**src/rtl/mem_arbiter_pkg.sv**
```systemverilog
// Shared types for the IF/MEM unified-memory arbiter.
`ifndef NOOP_INST
`define NOOP_INST 32'h0000_0013
`endif
`ifndef TRUE
`define TRUE 1'b1
`endif
`ifndef FALSE
`define FALSE 1'b0
`endif

package mem_arbiter_pkg;

  typedef enum logic [1:0] {
    IDLE,
    WAIT_IF,
    WAIT_DM,
    WAIT_KILL
  } arb_state_t;

endpackage

```
**src/rtl/arb_starve_ctr.sv**
```systemverilog
// Saturating count of consecutive data-port wins taken while a fetch was waiting.
module arb_starve_ctr #(
  parameter int unsigned STARVE_MAX = 4
) (
  input  logic clk,
  input  logic rst,
  input  logic inc,
  input  logic clr,
  output logic at_max
);

  localparam int unsigned CTR_W = $clog2(STARVE_MAX + 1);

  logic [CTR_W-1:0] cnt;

  always_ff @(posedge clk) begin
    if (rst || clr) begin
      cnt <= '0;
    end else if (inc && !at_max) begin
      cnt <= cnt + CTR_W'(1);
    end
  end

  assign at_max = (cnt == CTR_W'(STARVE_MAX));

endmodule

```
**src/rtl/mem_arbiter.sv**
```systemverilog
// Arbitrates the single-ported memory between instruction fetch and load/store,
// one outstanding access at a time, with data priority and fetch starvation relief.
module mem_arbiter
  import mem_arbiter_pkg::*;
#(
  parameter int unsigned ADDR_W     = 32,
  parameter int unsigned DATA_W     = 32,
  parameter int unsigned STARVE_MAX = 4
) (
  input  logic              clk,
  input  logic              rst,
  input  logic              if_req,
  input  logic [ADDR_W-1:0] if_addr,
  input  logic              if_flush,
  output logic              if_rsp_vld,
  output logic [DATA_W-1:0] if_rsp_inst,
  output logic              if_stall,
  input  logic              dm_req,
  input  logic              dm_we,
  input  logic [ADDR_W-1:0] dm_addr,
  input  logic [DATA_W-1:0] dm_wdata,
  output logic              dm_rsp_vld,
  output logic [DATA_W-1:0] dm_rdata,
  output logic              dm_stall,
  output logic              mem_req,
  output logic              mem_we,
  output logic [ADDR_W-1:0] mem_addr,
  output logic [DATA_W-1:0] mem_wdata,
  input  logic              mem_ack,
  input  logic [DATA_W-1:0] mem_rdata
);

  localparam logic [ADDR_W-1:0] WORD_MASK = ~ADDR_W'(3);

  arb_state_t state_q, state_d;
  logic       grant_if, grant_dm;
  logic       if_done, dm_done;
  logic       elig_if, elig_dm;
  logic       at_max;
  logic       streak_inc, streak_clr;
  logic       op_we;

  // A port is never eligible in its own response cycle, so a held request is not re-granted.
  assign elig_if = if_req & ~if_flush & ~if_rsp_vld;
  assign elig_dm = dm_req & ~dm_rsp_vld;

  assign if_stall = if_req & ~if_rsp_vld;
  assign dm_stall = dm_req & ~dm_rsp_vld;

  assign streak_inc = grant_dm & if_req;
  assign streak_clr = (grant_dm & ~if_req) | grant_if;

  arb_starve_ctr #(.STARVE_MAX(STARVE_MAX)) u_starve_ctr (
    .clk    (clk),
    .rst    (rst),
    .inc    (streak_inc),
    .clr    (streak_clr),
    .at_max (at_max)
  );

  always_ff @(posedge clk) begin
    if (rst) begin
      state_q <= IDLE;
    end else begin
      state_q <= state_d;
    end
  end

  always_comb begin
    state_d  = state_q;
    grant_if = `FALSE;
    grant_dm = `FALSE;
    if_done  = `FALSE;
    dm_done  = `FALSE;
    case (state_q)
      IDLE: begin
        if (elig_dm && !(elig_if && at_max)) begin
          grant_dm = `TRUE;
          state_d  = WAIT_DM;
        end else if (elig_if) begin
          grant_if = `TRUE;
          state_d  = WAIT_IF;
        end
      end
      WAIT_IF: begin
        // A redirect racing the ack drops the data outright; otherwise drain the kill.
        if (if_flush) begin
          state_d = mem_ack ? IDLE : WAIT_KILL;
        end else if (mem_ack) begin
          if_done = `TRUE;
          state_d = IDLE;
        end
      end
      WAIT_DM: begin
        if (mem_ack) begin
          dm_done = `TRUE;
          state_d = IDLE;
        end
      end
      WAIT_KILL: begin
        if (mem_ack) begin
          state_d = IDLE;
        end
      end
    endcase
  end

  // Memory command and response registers.
  always_ff @(posedge clk) begin
    if (rst) begin
      mem_req     <= 1'b0;
      mem_we      <= 1'b0;
      mem_addr    <= '0;
      mem_wdata   <= '0;
      op_we       <= 1'b0;
      if_rsp_vld  <= 1'b0;
      if_rsp_inst <= DATA_W'(`NOOP_INST);
      dm_rsp_vld  <= 1'b0;
      dm_rdata    <= '0;
    end else begin
      mem_req    <= grant_if | grant_dm;
      mem_we     <= grant_dm & dm_we;
      if_rsp_vld <= if_done;
      dm_rsp_vld <= dm_done;
      if (grant_dm) begin
        mem_addr  <= dm_addr & WORD_MASK;
        mem_wdata <= dm_wdata;
        op_we     <= dm_we;
      end else if (grant_if) begin
        mem_addr <= if_addr & WORD_MASK;
      end
      if (if_done) begin
        if_rsp_inst <= mem_rdata;
      end
      if (dm_done) begin
        dm_rdata <= op_we ? '0 : mem_rdata;
      end
    end
  end

endmodule

```
**config.mk**
```make
export PLATFORM = sky130hd
export DESIGN_NAME = mem_arbiter
export DESIGN_NICKNAME = d
export VERILOG_FILES = /design/src/rtl/mem_arbiter_pkg.sv /design/src/rtl/arb_starve_ctr.sv /design/src/rtl/mem_arbiter.sv
export SDC_FILE = /design/constraint.sdc
export NUM_CORES = 1
export LEC_CHECK = 0
export CORE_ASPECT_RATIO = 0.6
export CORE_MARGIN = 5
export CORE_UTILIZATION = 39
export CTS_CLUSTER_DIAMETER = 40
export DETAILED_ROUTE_END_ITERATION = 10
export PLACE_DENSITY = 0.8
export SETUP_SLACK_MARGIN = 0.3
export SKIP_CTS_REPAIR_TIMING = 1
export SLEW_MARGIN = 25
export SYNTH_ARGS = -nofsm -noshare
export SYNTH_HDL_FRONTEND = slang
export SYNTH_SLANG_ARGS = --single-unit
```
**constraint.sdc**
```tcl
create_clock -name clk -period 1.7 [get_ports clk]
set_input_delay 0.34 -clock clk [delete_from_list [all_inputs] [get_ports clk]]
set_output_delay 0.34 -clock clk [all_outputs]
set_load 0.005 [all_outputs]
```
==> impl_metrics.toml <==
[synth]
synth_cell_type_count = 36
ys_seq_elements = 136
synth_top_cell_by_area = "dfxtp_1"
synth_area_leaders = "dfxtp_1, nand2_1, a21oi_1"
synth-seq-area-share = 0.5498
avgSynthCellArea_um2 = 8.628
yosysTopAreaCellShare = 0.5498
syn_inst = 574
syn_area_um2 = 4952
yosysWarnings = 0

[clocking]
cts-root-buf = "clkbuf_16"
cts_made_buffers = 17
clock_sinks = 136
worstSkewPairLatency_ns = 0.42
clockBufferDepth = 2
cts_htree_levels = 4
path_clk_slew_ns = 0.06
cts_tree = "built"

[timing]
finalHoldViolations = 0
rsz0062_at_grt = "yes"
fin_tns_setup_ns = -0.08904
setup_viol_count_final = 6
maxSlewHeadroom = 0.6369
slew_violations = 0
worstMarginPinSlew_ns = 0.5447
finalWorstSetupSlack_ns = -0.03147
fmax_mhz = 577.5
fin_worst_skew_ns = 0.01811
finalCritPeriodShare = 1.019
fin_crit_ns = 1.731

[placement]
place.detailed.hpwl_mm = 12.62
dpl_cell_area_um2 = 7970
place_congestion = 0.8599
portBuffers = 262

[setup_path]
cp.arrival_ns = 2.07
path_class = "flip-flop to flip-flop"
r2r-end = "mem_wdata[10]"
r2r_start = "dm_rsp_vld"
worst_path_most_repeated_cell = "clkbuf_16"
ff2ff_setup_slack_ns = -0.03
start_kind = "flip-flop"
end_kind = "flip-flop"
crit_buf_inv = 3
reg2reg_depth = 7
crit_path_top_delay_cell = "dfxtp_4"
cpPeakStageDelay_ns = 0.35
crit_fanout = 5
crit_family = "buffers and inverters"
cp_cell_sequence = "nor4b_4 > a21boi_4 > buf_6 > clkbuf_16 > clkbuf_16 > nand2_1 > a21oi_2"
worstPathRequired_ns = 2.04

[drt]
vias = 5744
first_pass_iters = 6
wl_mm = 23.31
wl_per_cell_um = 22.07
vias_per_cell = 5.439
drc = 0
first_iter_violations = 413
ant_nets = 0

[power_and_ir_drop]
power.leakage_uw = 0.005897
powerDensity_nw_per_um2 = 884.5
p_sw_frac = 0.2630
intPower_uw = 6643
p_switching_uw = 2370
pwr-share-clk = 0.414
comb_power_share = 0.200
vdd_ir_drop_max_v = 0.0006586
p_seq_frac = 0.387

[run_status]
violations = "negative setup slack"
outcome = "finished with violations"

[floorplan]
fp.dieH_um = 97.29
io_pins = 269
start_util = 0.4040
coreArea_um2 = 12260
die_x_um = 155.5
die_area_um2 = 15130
rows = 31

[grt]
grt_pass1_wl_mm = 27.46
antenna_found_initial = 0
grt_pass1_vias = 5359
overflow = 0
track_usage = 0.2220
grt_max_degree = 72

[cells_and_area]
area_growth_pct = 105.8
design_area_um2 = 10190
final_nets = 1015
antennaDiodeCount = 0
drive_gt1_frac = 0.2671

[worst_hold_path]
hp-start = "mem_wdata[26]"
hp-class = "flip-flop to flip-flop"
hold_end = "mem_wdata[26]"
hold_depth = 2

[flow_run]
drv_cap = 0
-- synth_stat cells --
cell type	number
o21ai_0	3
inv_2	1
clkbuf_1	27
nor2b_1	1
nand3b_1	3
a22o_1	32
nand3_1	2
mux2i_1	1
buf_4	5
nand2b_1	3
a31oi_1	1
nor4b_4	1
a21oi_1	93
nand2_1	160
xnor2_1	1
or4b_1	1
a21boi_0	1
or3_1	1
inv_1	3
and2_1	1
a21boi_4	1
ha_1	2
xor2_1	1
nor3b_2	1
dfxtp_1	136
nand4_1	1
conb_1	1
a211o_1	1
nor3_1	4
o21a_1	1
a211oi_1	30
nor4b_2	1
nor2_1	37
nor3b_1	1
buf_2	14
a21bo_2	1
-- through the flow --
stage | hold WS, ns | power, uW | cells | util | setup slack [ns]
floorplan | 0.4441 | 4076 | 575 | - | 0.2551
global placement | 0.4407 | 4926 | 984 | 0.6503 | -0.3399
detailed placement | 0.4462 | 4972 | 984 | 0.6503 | -0.4556
CTS | 0.4504 | 8647 | 1016 | 0.6991 | -0.1859
global route | 0.4784 | 9332 | 1056 | 0.8315 | -0.07567
finish | 0.4531 | 9013 | 1056 | 0.8315 | -0.03147
-- power groups by stage --
stage / Clock, uW / Combinational, uW / Sequential, uW
after floorplan: 0 / 526 / 3550
after global placement: 0 / 1390 / 3530
after detailed placement: 0 / 1430 / 3550
after CTS: 3730 / 1440 / 3480
after global routing: 3920 / 1900 / 3500
final: 3730 / 1800 / 3480
-- worst max path at each step --
stage                     from       endpoint  slack [ns]  depth (start not counted)
floorplan           state_q[0]   mem_addr[24]        0.26                          5
global placement        if_req   mem_addr[16]       -0.34                          6
finish              dm_rsp_vld  mem_wdata[10]       -0.03                          7
global route        dm_rsp_vld  mem_wdata[10]       -0.08                          7
CTS                 dm_rsp_vld       dm_stall       -0.19                          3
detailed placement      if_req   mem_addr[10]       -0.46                          7
-- sequential cells by signal, summed over array words and instances (netlist names), 2 cells and up --
register	flops
state_q	2
mem_wdata	32
mem_addr	30
dm_rdata	32
if_rsp_inst	32
u_starve_ctr.cnt	3
-- layout by cell type (no fill, tap or decap), types with 3 or more instances in the layout --
| cell type | instances |
|---|---|
| buf_4 | 26 |
| nand2_2 | 9 |
| dlymetal6s2s_1 | 134 |
| nor2_2 | 3 |
| nand2_1 | 115 |
| a211oi_1 | 23 |
| nor2_1 | 33 |
| a21oi_2 | 46 |
| clkinv_4 | 3 |
| dfxtp_4 | 3 |
| clkdlybuf4s50_1 | 126 |
| buf_6 | 10 |
| nand3b_1 | 3 |
| clkinvlp_4 | 3 |
| dfxtp_2 | 11 |
| a211oi_2 | 7 |
| inv_6 | 4 |
| nor3_1 | 3 |
| buf_12 | 14 |
| dfxtp_1 | 122 |
| clkbuf_16 | 34 |
| a21oi_1 | 46 |
| a22o_1 | 32 |
| nand2_4 | 36 |
-- per-layer routing --
metal	vias up	GRT usage	wire (um)
met3	59	0.07655	2267
met5	-	0	0
met1	2779	0.2654	9037
met2	335	0.3691	11420
li1	2571	-	-
met4	0	0.08204	580
-- area by class of cell --
cell class	count	area [um^2]
repair buffers	330	3986
flip-flops and latches	136	2748
multi-input cells	389	2633
fillers	670	2066
clock buffers	19	452.9
well taps	165	206.4
clock inverters	13	145.1
inverters	4	20.02
-- cells by family (layout without fill, tap and decap cells) --
family,after synthesis,after routing,synth area share
AOI/OAI and AO/OA,164,164,0.2110
xor gates and xnor gates,2,2,0.003538
adders and majority gates,2,2,0.005052
buffers and inverters,50,366,0.04523
DFF,136,136,0.5498
muxes,1,1,0.002021
other,1,2,0.0007572
and+or+nand+nor,218,218,0.1827
-- worst min-delay path, cell delays in order (launching register included) --
cell	delay [ns]
dfxtp_1	0.31
nand2_1	0.05
a21oi_1	0.05
No activity file was read; power rests on OpenSTA's default activity.
